### src/rtl/lfsr_gal_param.sv
// -----------------------------------------------------------------------------
// lfsr_gal_param
//
// Parametrised Galois (right-shifting) LFSR pseudo-random generator with a
// serial-to-word assembler on a valid/ready output stream.
//
// Each enabled step emits state[0] and advances the register by
//   next = (state >> 1) ^ (state[0] ? TAPS : 0).
// Emitted bits are packed LSB-first into OUT_W-bit words. While a finished
// word waits for the consumer, the generator freezes so no bits are lost.
// A runtime seed load is provided. A zero seed would lock the register in
// the all-zero state, so it is replaced by SEED and flagged on `lockup`.
//
// Parameters:
//   WIDTH  - LFSR state width (4..64)
//   TAPS   - Galois feedback mask, WIDTH bits
//   SEED   - reset / lockup-recovery state, WIDTH bits, non-zero
//   OUT_W  - bits per assembled output word (1..WIDTH)
//
// Ports:
//   clk        in   rising-edge clock
//   rst        in   synchronous reset, active-high, highest priority
//   en         in   request one LFSR step this cycle
//   load       in   load seed_in (or SEED if zero); overrides en
//   seed_in    in   runtime seed, WIDTH bits
//   lfsr_out   out  serial bit, combinational tap of state[0]
//   state_out  out  current LFSR state
//   word_out   out  assembled word, bit k = k-th emitted bit
//   word_valid out  word_out holds a complete word
//   word_ready in   consumer accepts word_out
//   lockup     out  one-cycle pulse after a zero seed was rejected
// -----------------------------------------------------------------------------
module lfsr_gal_param #(
    parameter int               WIDTH = 16,
    parameter logic [WIDTH-1:0] TAPS  = 16'hB400,
    parameter logic [WIDTH-1:0] SEED  = 16'h0001,
    parameter int               OUT_W = 8
) (
    input  logic             clk,
    input  logic             rst,
    input  logic             en,
    input  logic             load,
    input  logic [WIDTH-1:0] seed_in,
    output logic             lfsr_out,
    output logic [WIDTH-1:0] state_out,
    output logic [OUT_W-1:0] word_out,
    output logic             word_valid,
    input  logic             word_ready,
    output logic             lockup
);

    // A 1-bit word still needs a 1-bit counter to keep the logic well formed.
    localparam int               CNT_W    = (OUT_W > 1) ? $clog2(OUT_W) : 1;
    localparam logic [CNT_W-1:0] CNT_LAST = CNT_W'(OUT_W - 1);

    logic [WIDTH-1:0] state;
    logic [WIDTH-1:0] state_next;
    logic [CNT_W-1:0] cnt;
    logic [OUT_W-1:0] partial;
    logic [OUT_W-1:0] word_next;
    logic             adv;
    logic             word_done;

    // -------------------------------------------------------------------------
    // Combinational step, advance qualification and word assembly
    // -------------------------------------------------------------------------
    always_comb begin
        // NOTE: every always_comb output gets a default before any condition,
        // so no path can leave it unassigned and infer a latch.
        state_next = (state >> 1) ^ (state[0] ? TAPS : '0);

        // A pending word that the consumer has not taken blocks stepping.
        adv       = en && !load && !(word_valid && !word_ready);
        word_done = adv && (cnt == CNT_LAST);

        // Drop the bit about to be emitted into its slot of the partial word.
        word_next = partial;
        for (int k = 0; k < OUT_W; k++) begin
            if (cnt == CNT_W'(k)) begin
                word_next[k] = state[0];
            end
        end
    end

    // -------------------------------------------------------------------------
    // State, counter and output registers
    // -------------------------------------------------------------------------
    always_ff @(posedge clk) begin
        // NOTE: sequential state uses non-blocking assignments so every
        // register samples pre-edge values, independent of statement order.
        if (rst) begin
            state      <= SEED;
            cnt        <= '0;
            partial    <= '0;
            word_out   <= '0;
            word_valid <= 1'b0;
            lockup     <= 1'b0;
        end else begin
            lockup <= 1'b0;

            if (load) begin
                // A zero seed would stick at zero forever; recover with SEED.
                state      <= (seed_in == '0) ? SEED : seed_in;
                lockup     <= (seed_in == '0);
                cnt        <= '0;
                partial    <= '0;
                word_valid <= 1'b0;
            end else begin
                if (adv) begin
                    state <= state_next;
                    if (word_done) begin
                        cnt        <= '0;
                        partial    <= '0;
                        word_out   <= word_next;
                        word_valid <= 1'b1;
                    end else begin
                        cnt     <= cnt + 1'b1;
                        partial <= word_next;
                    end
                end

                // Transfer completes; keep valid high only if a new word
                // landed in the same cycle.
                if (word_valid && word_ready && !word_done) begin
                    word_valid <= 1'b0;
                end
            end
        end
    end

    assign lfsr_out  = state[0];
    assign state_out = state;

endmodule

### config.mk
export PLATFORM = sky130hd
export DESIGN_NAME = lfsr_gal_param
export DESIGN_NICKNAME = d
export VERILOG_FILES = /design/src/rtl/lfsr_gal_param.sv
export SDC_FILE = /design/constraint.sdc
export NUM_CORES = 1
export LEC_CHECK = 0
export BUFFER_PORTS_ARGS = -buffer_cell sky130_fd_sc_hd__buf_2
export CORE_MARGIN = 4
export CORE_UTILIZATION = 40
export CTS_CLUSTER_DIAMETER = 60
export DETAILED_ROUTE_END_ITERATION = 6
export PLACE_DENSITY_LB_ADDON = 0.25
export SETUP_SLACK_MARGIN = 0.5
export SKIP_LAST_GASP = 1
export SLEW_MARGIN = 30
export SYNTH_ARGS = -nofsm -noshare
export SYNTH_HDL_FRONTEND = slang
export SYNTH_SLANG_ARGS = --single-unit
export TNS_END_PERCENT = 30
### constraint.sdc
create_clock -name clk -period 4.9 [get_ports clk]
set_input_delay 0.735 -clock clk [delete_from_list [all_inputs] [get_ports clk]]
set_output_delay 0.735 -clock clk [all_outputs]
set_load 0.05 [all_outputs]
==> summary.txt, run 1 <==
Timing
  – Actual slew at the worst max-slew pin: 0.663 ns
  – Rel. slew slack: 55.7%
  – Final count of negative-setup-slack endpoints: 0
  – Final period utilization: 42.5%
  – RSZ-0062 raised after global routing: no
  – Slew Limit Fails: 0
  – Min Tclk post-route: 2.08 ns
  – Final hold vios: 0
  – Max Fclk: 481 MHz
  – Final hold slack: 0.494 ns
  – Clk_skew: 0.00976 ns
  – TNS Setup: 0 ns

Yosys
  – Most frequent cell after synthesis: dfxtp_1
  – Syn_nets: 229
  – Synth Flop Type: dfxtp_1
  – Post-synthesis xor/xnor area fraction: 1.50%
  – Number of synthesized register bits: 36
  – Post-synth EDFFs: 0
  – Post-synthesis adder-cell area fraction: 4.28%
  – Largest family of logic cells by synthesized area: simple AND/OR/NAND/NOR gates
  – Post-synth top cells: dfxtp_1 (36), nor3_1 (25), nor2_1 (17), nor2b_1 (15)
  – Yosys cell types: 31
  – Mean Syn Cell Area: 8.69 µm²
  – Mux cell area share after synthesis: 6.13%
  – Leading area contributor after synthesis: dfxtp_1
  – Seq/Total Area, Yosys: 41.1%
  – Synth top area share: 41.1%
  – Synth warn: 0
  – Share of flip-flops with an asynchronous set or reset after synthesis: 0%
  – Post-synthesis simple-gate area fraction: 30.7%
  – Netlist Area Pre-Place: 0.00176 mm²
  – Compound-Gate Fraction of Synth Area: 11.4%
  – Synth top area cells: dfxtp_1 (41%), nor3_1 (7.1%), a211oi_1 (5.6%)
  – Synthesized netlist cell count: 202

Place
  – DPL Wire Length: 2800 µm
  – GP Congestion: 0.769
  – Port Buffer Count: 47

Run status
  – Status: complete, no violations

Global routing
  – GRT Resource Usage Total: 15.5%
  – Global route overflow: 0
  – Initial antenna violation count: 0
  – First-pass GRT wire length: 6590 µm
  – Largest net degree at the start of global routing: 32
  – Vias in the first global route: 1,372

Critical path
  – Worst reg2reg path depth: 6
  – Launch point of the worst reg-to-reg path: cnt[0]
  – Critical path peak fanout: 15
  – CP max-delay cell: dfxtp_1
  – Reg2Reg Setup Slack: 2.95 ns
  – Top delay family on crit path: flip-flops
  – Buf+Inv Stages, Crit Path: 1
  – Worst Setup End Kind: output port
  – R2R Path End: word_out[7]
  – Req. time, crit path: 4.16 ns
  – Crit path largest cell delay: 0.68 ns
  – Critical path class: register to output port
  – Critical Path, Cell by Cell: buf_2
  – WP data arrival: 1.35 ns
  – Worst setup SP type: register

Drt
  – Routed wire per std cell: 14.2 µm
  – Via count: 1,554
  – DRT Pass-1 Iters: 6
  – Post-Route WL: 4140 µm
  – Routed Antenna Nets: 0
  – Vias/cell: 5.32
  – Drc violations: 0
  – Drt initial violations: 70

Hold path
  – Hold Crit Endpoint: word_out[4]
  – Worst hold path type: register to register
  – Worst Hold Path Cells: 2
  – Hold_sp: word_out[4]

Clocking
  – Hold-fix buffers at CTS: 0
  – # clock sinks: 36
  – CTS max path bufs: 2
  – Clock-pin slew of the registers on the worst-case setup and hold paths: 0.07 ns
  – CTS buffer count: 5
  – CTS tree: yes
  – Setup Buffers After CTS: 0
  – CTS Root Cell: clkbuf_8
  – Clock insertion delay at the later pin of the skew report: 0.29 ns
  – Post-CTS sizing: 0
  – H-tree levels: 2

Floorplanning
  – Die area: 0.00551 mm²
  – I/O Pins: 48
  – Num rows: 23
  – Die H: 74.2 µm
  – Initial core utilization: 42.7%
  – Die W: 74.2 µm
  – Core Region: 0.00412 mm²

Power
  – Net Sw Power: 190 µW
  – Sequential share of power: 49.0%
  – VDD IR max: 137 µV
  – Sw Ratio: 29.6%
  – Leak Pwr: 0.904 nW
  – Power Density: 309 mW/mm²
  – Comb pwr share: 16.8%
  – Clock power share: 34.2%
  – Internal Pwr Total: 452 µW

Cells and area
  – Final nets: 268
  – Share of cells above drive strength 1: 26.4%
  – P&R area growth vs syn: 18.3%
  – Diode count: 0

Flow run
  – Max-cap viol count: 0
-- worst max-delay path by stage --
stage / to / cells after the start / start / slack [ns]
final: lfsr_out / 1 / state_out[0] / 2.82
after global routing: state_out[0] / 1 / state_out[0] / 2.71
after CTS: word_out[7] / 6 / cnt[1] / 2.61
after detailed placement: word_out[7] / 5 / load / 2.37
after global placement: word_out[7] / 5 / load / 2.42
after floorplan: state_out[13] / 5 / word_ready / 3.20
-- layer usage --
metal / vias up / track usage (%) / wire length, µm
met5: - / 0 / 0
met4: 0 / 6.72 / 72
met3: 6 / 4.19 / 204
met2: 36 / 22.9 / 1760
met1: 719 / 21.3 / 2110
li1: 793 / - / -
-- cell families (layout without fill, tap and decap cells) --
group                    Yosys count  in the layout
AO/OA/AOI/OAI                     29             29
buffers and inverters             19             59
XOR/XNOR                           3              3
adder cells (fa/ha/maj)            6              6
flip-flops                        36             36
multiplexers                      10             10
AND/OR/NAND/NOR                   99             99
-- cells in the final DEF, fill, tap and decap left out --
master	n
buf_2	47
dfxtp_1	36
nor3_1	24
nor2_1	17
nor2b_1	15
and3_1	13
a211oi_1	13
nand2_1	11
mux2_2	6
a22oi_1	6
ha_1	6
clkbuf_8	6
a21oi_1	5
nor4_1	4
mux2i_1	4
inv_1	3
xor2_1	3
o22ai_1	3
nand2b_4	2
nand4_1	2
nor3b_1	2
nand2b_1	2
nor3_2	2
or3_1	2
clkbuf_1	2
or2_1	1
nand3_1	1
inv_2	1
and2b_1	1
o21ai_0	1
a311oi_1	1
-- sequential cells by signal (all words and copies together) (netlist names) --
register and flops:
partial 7, cnt 3, word_valid 1, lockup 1, state_out 16, word_out 8
-- area by class of cell --
type                    instances  area [µm²]
fillers                       423        2040
multi-input cells             147         953
flip-flops and latches         36         721
repair buffers                 47         235
clock buffers                   8        90.1
well taps                      50        62.6
inverters                       4        15.0
-- power groups by stage --
stage	Combinational (mW)	Clock [mW]	Sequential [mW]
detailed placement	0.107	0	0.322
floorplan	0.0479	0	0.353
CTS	0.108	0.223	0.315
global route	0.115	0.236	0.317
global placement	0.107	0	0.322
finish	0.108	0.219	0.315
-- per-stage QoR --
step	total power [mW]	area, µm²	std cells	setup WS [ns]	util [%]
after floorplan	0.400	1760	202	3.20	-
after global placement	0.428	1980	284	2.42	48.2
after detailed placement	0.429	1980	284	2.37	48.2
after CTS	0.646	2070	292	2.61	50.3
after global routing	0.667	2080	292	2.71	50.5
final	0.642	2080	292	2.82	50.5
(Power assumes the default switching activity.)
==> run 2, diff against run 1 <==
==> constraint.sdc (replaced) <==
create_clock -name clk -period 1.8 [get_ports clk]
set_input_delay 0.27 -clock clk [delete_from_list [all_inputs] [get_ports clk]]
set_output_delay 0.27 -clock clk [all_outputs]
set_load 0.05 [all_outputs]
==> summary.txt, run 2 (synthesis results as in run 1) <==
Cells and area
  – Commonest non-fill, non-tap cell in the layout: buf_2
  – Post-route insts no fill: 301 (+3.1%)
  – Register Area: 739 µm² (+2.6%)
  – Commonest non-fill, non-tap cells in the layout: buf_2 (45), dfxtp_1 (31), nor3_1 (20), nor2_1 (17)
  – Final nets: 277 (+3.4%)
  – Share of cells above drive strength 1: 39.8% (+13 points)
  – Diode count: 0 (unchanged)
  – Fillers: 387 (-8.5%)
  – Max FFs per register: 16 (unchanged)
  – Multi-input logic area: 0.00112 mm² (+18%)
  – P&R area growth vs syn: 34.1%

Clocking
  – H-tree levels: 2 (unchanged)
  – CTS buffer count: 5 (unchanged)
  – CTS tree: yes
  – CTS Root Cell: clkbuf_8
  – Clock-pin slew of the registers on the worst-case setup and hold paths: 0.07 ns (about the same)
  – CTS max path bufs: 2 (unchanged)
  – # clock sinks: 36 (unchanged)
  – Clock insertion delay at the later pin of the skew report: 0.29 ns (about the same)

Global routing
  – Initial antenna violation count: 0 (unchanged)
  – First-pass GRT wire length: 7310 µm (+11%)
  – Global route overflow: 0 (unchanged)
  – GRT Resource Usage Total: 17.4% (+1.9 points)
  – Largest net degree at the start of global routing: 26 (-19%)
  – Vias in the first global route: 1,524 (+11%)

Timing
  – Max Fclk: 686 MHz
  – Clk_skew: 0.00320 ns (-0.00657 ns)
  – Fin worst setup slack: 0.343 ns (-2.48 ns)
  – Actual slew at the worst max-slew pin: 0.608 ns (-0.0551 ns)
  – Final hold vios: 0 (unchanged)
  – RSZ-0062 raised after global routing: yes
  – Final count of negative-setup-slack endpoints: 0 (unchanged)
  – Slew Limit Fails: 0 (unchanged)
  – TNS Setup: 0 ns (unchanged)
  – Min Tclk post-route: 1.46 ns
  – Rel. slew slack: 59.5% (+3.8 points)
  – Final period utilization: 81.0%

Drt
  – Drc violations: 0 (unchanged)
  – Via count: 1,592 (+2.4%)
  – Drt initial violations: 113 (+61%)
  – DRT Pass-1 Iters: 4 (-2)
  – Routed Antenna Nets: 0 (unchanged)
  – Routed wire per std cell: 15.0 µm (+5.5%)
  – Vias/cell: 5.29 (-0.62%)
  – Post-Route WL: 4510 µm (+8.8%)

Place
  – Post-placement cell count: 287 (+1.1%)
  – GP Congestion: 0.773 (+0.57%)
  – DPL Wire Length: 2830 µm (+0.83%)
  – Port Buffer Count: 47 (unchanged)
  – Setup WS pre-CTS: 0.324 ns (-2.05 ns)

Critical path
  – Critical Path, Cell by Cell: ha_4 > buf_4 > ha_4 > or3_4 > a21oi_2
  – Critical path class: register to register
  – Most frequent CP cell: ha_4
  – WP data arrival: 1.67 ns (+0.32 ns)
  – Worst setup SP type: register
  – CP max-delay cell: dfxtp_4
  – Req. time, crit path: 2.01 ns (-2.15 ns)
  – Top delay family on crit path: flip-flops
  – Worst Setup End Kind: register
  – Crit path largest cell delay: 0.38 ns (-0.30 ns)
  – Critical path peak fanout: 4 (-11)
  – Buf+Inv Stages, Crit Path: 1 (unchanged)

Floorplanning
  – Core Region: 0.00412 mm² (unchanged)
  – Die H: 74.2 µm (unchanged)
  – I/O Pins: 48 (unchanged)
  – Die area: 0.00551 mm² (unchanged)
  – Initial core utilization: 42.7% (unchanged)
  – Num rows: 23 (unchanged)
  – Die W: 74.2 µm (unchanged)

Power
  – Leak Pwr: 0.989 nW (+9.4%)
  – VDD IR max: 403 µV (+190%)
  – Power Density: 749 mW/mm² (+140%)

Run status
  – Status: complete, no violations

Flow run
  – Max-cap viol count: 0 (unchanged)

Hold path
  – Worst hold path type: input pin to register
run 2: layer usage:
layer | global-route usage (%) | up-vias | share of wire (%)
li1 | - | 807 | -
met1 | 22.6 | 747 | 46
met2 | 27.9 | 32 | 48
met3 | 4.59 | 6 | 4.5
met4 | 6.52 | 0 | 1.4
met5 | 0 | - | 0
run 2: final timing paths:
kind | slack, ns | endpoint | cells past startpoint | from
max | 0.34 | cnt[2] | 5 | cnt[0]
min | 0.25 | state_out[10] | 3 | seed_in[10]
max reg2reg | 0.34 | cnt[2] | 5 | cnt[0]
min reg2reg | 0.48 | word_out[3] | 2 | word_out[3]
run 2: repair_timing:
action	in CTS	in global routing
setup endpoints to repair	33	34
hold buffers	0	0
resized for setup	28	13
buffers inserted	1	4
gates cloned	1	0
pin swaps	3	3
run 2: worst register-to-register path, stage by stage, from the launching register on:
cell,delay [ns]
dfxtp_4,0.38
ha_4,0.17
buf_4,0.14
ha_4,0.20
or3_4,0.38
a21oi_2,0.12
run 2: final cells by class:
type                            count  share of cell area (%)
Multi-Input combinational cell    147                    47.7
Sequential cell                    36                    31.4
Timing Repair Buffer               56                    13.2
Clock buffer                        8                    3.83
Tap cell                           50                    2.66
Inverter                            4                    1.17
run 2: per-stage QoR:
step / power [mW] / cell area [µm²] / util [%] / hold WS, ns
finish: 1.76 / 2350 / 57.2 / 0.252
global route: 1.84 / 2350 / 57.2 / 0.247
CTS: 1.77 / 2260 / 54.8 / 0.244
detailed placement: 1.17 / 2050 / 49.8 / 0.477
global placement: 1.17 / 2050 / 49.8 / 0.461
floorplan: 1.09 / 1800 / - / 0.429
run 2: where the power goes:
part | switching, mW | total (mW) | internal, mW
registers | 0.0326 | 0.854 | 0.822
logic | 0.210 | 0.318 | 0.108
clock network | 0.278 | 0.590 | 0.312
==> run 3, diff against run 2 <==
--- a/config.mk
+++ b/config.mk
@@ -5,6 +5,7 @@
 export SDC_FILE = /design/constraint.sdc
 export NUM_CORES = 1
 export LEC_CHECK = 0
+export ABC_AREA = 1
 export BUFFER_PORTS_ARGS = -buffer_cell sky130_fd_sc_hd__buf_2
 export CORE_MARGIN = 4
 export CORE_UTILIZATION = 40
==> constraint.sdc (replaced) <==
create_clock -name clk -period 1.5 [get_ports clk]
set_input_delay 0.225 -clock clk [delete_from_list [all_inputs] [get_ports clk]]
set_output_delay 0.225 -clock clk [all_outputs]
set_load 0.05 [all_outputs]
==> summary.txt, run 3 <==
Timing
  – RSZ-0062 raised after global routing: yes
  – Final hold slack: 0.175 ns (-0.0766 ns)
  – Max Fclk: 789 MHz (+15%)
  – Final count of negative-setup-slack endpoints: 0 (unchanged)
  – Clk_skew: 0.00842 ns (+0.00523 ns)
  – Rel. slew slack: 74.1% (+15 points)
  – Final period utilization: 84.5% (+3.6 points)
  – Final hold vios: 0 (unchanged)
  – Min Tclk post-route: 1.27 ns (-0.189 ns)
  – TNS Setup: 0 ns (unchanged)
  – Actual slew at the worst max-slew pin: 0.388 ns (-0.220 ns)
  – Slew Limit Fails: 0 (unchanged)

Yosys
  – Yosys cell types: 20 (-35%)
  – Seq/Total Area, Yosys: 39.5% (-1.5 points)
  – Synth top area cells: dfxtp_1 (40%), nand2_1 (12%), nor2_1 (10%)
  – Most frequent cell after synthesis: nand2_1
  – Mean Syn Cell Area: 6.91 µm² (-21%)
  – Post-synth EDFFs: 0 (unchanged)
  – Netlist Area Pre-Place: 0.00182 mm² (+3.8%)
  – Synthesized netlist cell count: 264 (+31%)
  – Number of synthesized register bits: 36 (unchanged)
  – Share of flip-flops with an asynchronous set or reset after synthesis: 0% (unchanged)
  – Synth top area share: 39.5% (-1.5 points)
  – Synth Flop Type: dfxtp_1
  – Post-synth top cells: nand2_1 (60), nor2_1 (50), dfxtp_1 (36), o21ai_0 (31), inv_1 (22)
  – Synth warn: 0 (unchanged)
  – Leading area contributor after synthesis: dfxtp_1
  – Syn_nets: 291 (+27%)

Cells and area
  – Share of cells above drive strength 1: 36.7% (-3.1 points)
  – Layout Utilization: 57.0% (-0.20 points)
  – Final nets: 350 (+26%)
  – Diode count: 0 (unchanged)
  – Max FFs per register: 16 (unchanged)
  – P&R area growth vs syn: 37.1%
  – Commonest non-fill, non-tap cell in the layout: nand2_1
  – Commonest non-fill, non-tap cells in the layout: nand2_1 (56), nor2_1 (44), buf_2 (44), dfxtp_1 (28)
  – Fillers: 417 (+7.8%)

Floorplanning
  – Die area: 0.00570 mm² (+3.4%)
  – Core Region: 0.00438 mm² (+6.5%)
  – Die H: 75.5 µm (+1.7%)
  – Num rows: 24 (+4.3%)
  – Initial core utilization: 41.6% (-1.1 points)
  – I/O Pins: 48 (unchanged)
  – Die W: 75.5 µm (+1.7%)

Clocking
  – Hold-fix buffers at CTS: 0 (unchanged)
  – CTS buffer count: 5 (unchanged)
  – CTS tree: yes
  – Clock insertion delay at the later pin of the skew report: 0.30 ns (about the same)
  – CTS max path bufs: 2 (unchanged)
  – CTS Root Cell: clkbuf_8
  – H-tree levels: 2 (unchanged)
  – # clock sinks: 36 (unchanged)
  – Clock-pin slew of the registers on the worst-case setup and hold paths: 0.07 ns (about the same)

Drt
  – DRT Pass-1 Iters: 4 (unchanged)
  – Post-Route WL: 4730 µm (+4.9%)
  – Via count: 1,816 (+14%)
  – Vias/cell: 4.83 (-8.7%)
  – Routed wire per std cell: 12.6 µm (-16%)
  – Drc violations: 0 (unchanged)
  – Drt initial violations: 114 (+0.88%)
  – Routed Antenna Nets: 0 (unchanged)

Hold path
  – Worst Hold Path Cells: 3 (unchanged)
  – Hold_sp: seed_in[14]
  – Worst hold path type: input pin to register
  – Hold Crit Endpoint: state_out[14]

Global routing
  – First-pass GRT wire length: 7260 µm (-0.77%)
  – Vias in the first global route: 1,646 (+8.0%)
  – GRT Resource Usage Total: 16.8% (-0.59 points)
  – Largest net degree at the start of global routing: 20 (-23%)
  – Initial antenna violation count: 0 (unchanged)
  – Global route overflow: 0 (unchanged)

Critical path
  – Req. time, crit path: 1.69 ns (-0.32 ns)
  – Most frequent CP cell: ha_4
  – Critical path class: register to register
  – R2R Path End: word_out[0]
  – Launch point of the worst reg-to-reg path: cnt[1]
  – WP data arrival: 1.45 ns (-0.22 ns)
  – Crit path largest cell delay: 0.37 ns (about the same)
  – Reg2Reg Setup Slack: 0.23 ns (-0.11 ns)
  – Critical path peak fanout: 5 (+1)
  – Worst reg2reg path depth: 7 (+2)
  – CP max-delay cell: dfxtp_4
  – Worst setup SP type: register
  – Critical path startpoint: cnt[1]
  – Worst Setup End Kind: register
  – Critical Path, Cell by Cell: ha_4 > ha_4 > inv_4 > nor2_4 > buf_6 > and2_4 > nor2_2

Power
  – VDD IR max: 505 µV (+26%)
  – Leak Pwr: 1.13 nW (+15%)
  – Power Density: 916 mW/mm² (+22%)

Place
  – GP Congestion: 0.794 (+2.7%)
  – DPL Wire Length: 3220 µm (+14%)
  – Port Buffer Count: 47 (unchanged)

Flow run
  – Max-cap viol count: 0 (unchanged)

Run status
  – Status: complete, no violations
==> run 3: area by class of cell <==
| type | count | area (µm²) | share of cell area (%) |
|---|---|---|---|
| Timing Repair Buffer | 61 | 389 | 15.6 |
| Clock buffer | 6 | 72.6 | 2.90 |
| Sequential cell | 36 | 746 | 29.8 |
| Tap cell | 52 | 65.1 | 2.60 |
| Inverter | 24 | 97.6 | 3.91 |
| Clock inverter | 2 | 35.0 | 1.40 |
| Multi-Input combinational cell | 195 | 1090 | 43.8 |
==> run 3: kinds of logic after synthesis <==
logic type / after synthesis / synth area share, %
and+or+nand+nor: 131 / 31.1
AOI/OAI and AO/OA: 56 / 15.6
DFF: 36 / 39.5
buffers and inverters: 35 / 9.61
adders and majority gates: 6 / 4.12
==> run 3: what timing repair did <==
item	in CTS	in global routing
gates resized for setup	19	43
pin swaps	3	10
buffers inserted	6	3
setup endpoints to repair	62	62
hold endpoints to repair	0	0
cloned	0	2
==> run 3: power breakdown <==
part | switching (mW) | internal [mW]
clock | 0.349 | 0.493
combinational | 0.295 | 0.137
sequential | 0.0303 | 0.985
==> run 3: critical path: cells and delay by family (launching register included) <==
family,cells,cell delay [ns]
flip-flops,1,0.37
AND/OR/NAND/NOR,3,0.33
adder cells (fa/ha/maj),2,0.28
buffers and inverters,2,0.18
==> run 3: per-stage QoR <==
| step | area [µm²] | total power, mW | std cells | setup WS [ns] |
|---|---|---|---|---|
| after global routing | 2500 | 2.39 | 376 | 0.178 |
| after detailed placement | 2130 | 1.41 | 357 | 0.186 |
| after CTS | 2320 | 2.27 | 371 | 0.262 |
| final | 2500 | 2.29 | 376 | 0.232 |
| after global placement | 2130 | 1.41 | 357 | 0.214 |
| after floorplan | 1880 | 1.31 | 264 | 0.354 |
==> run 3: worst max path at each step <==
stage / cells after the start / slack [ns] / to
final: 7 / 0.23 / word_out[0]
after global routing: 7 / 0.18 / partial[4]
after CTS: 6 / 0.26 / cnt[2]
after detailed placement: 8 / 0.19 / word_out[7]
after global placement: 8 / 0.21 / word_out[7]
after floorplan: 7 / 0.35 / word_out[4]
==> run 3: per-layer routing <==
metal	global-route usage, %	up-vias	share of wire, %
met5	0	-	0
li1	-	961	-
met2	27.5	38	48
met1	21.0	810	45
met4	5.24	0	1.3
met3	5.54	7	5.6
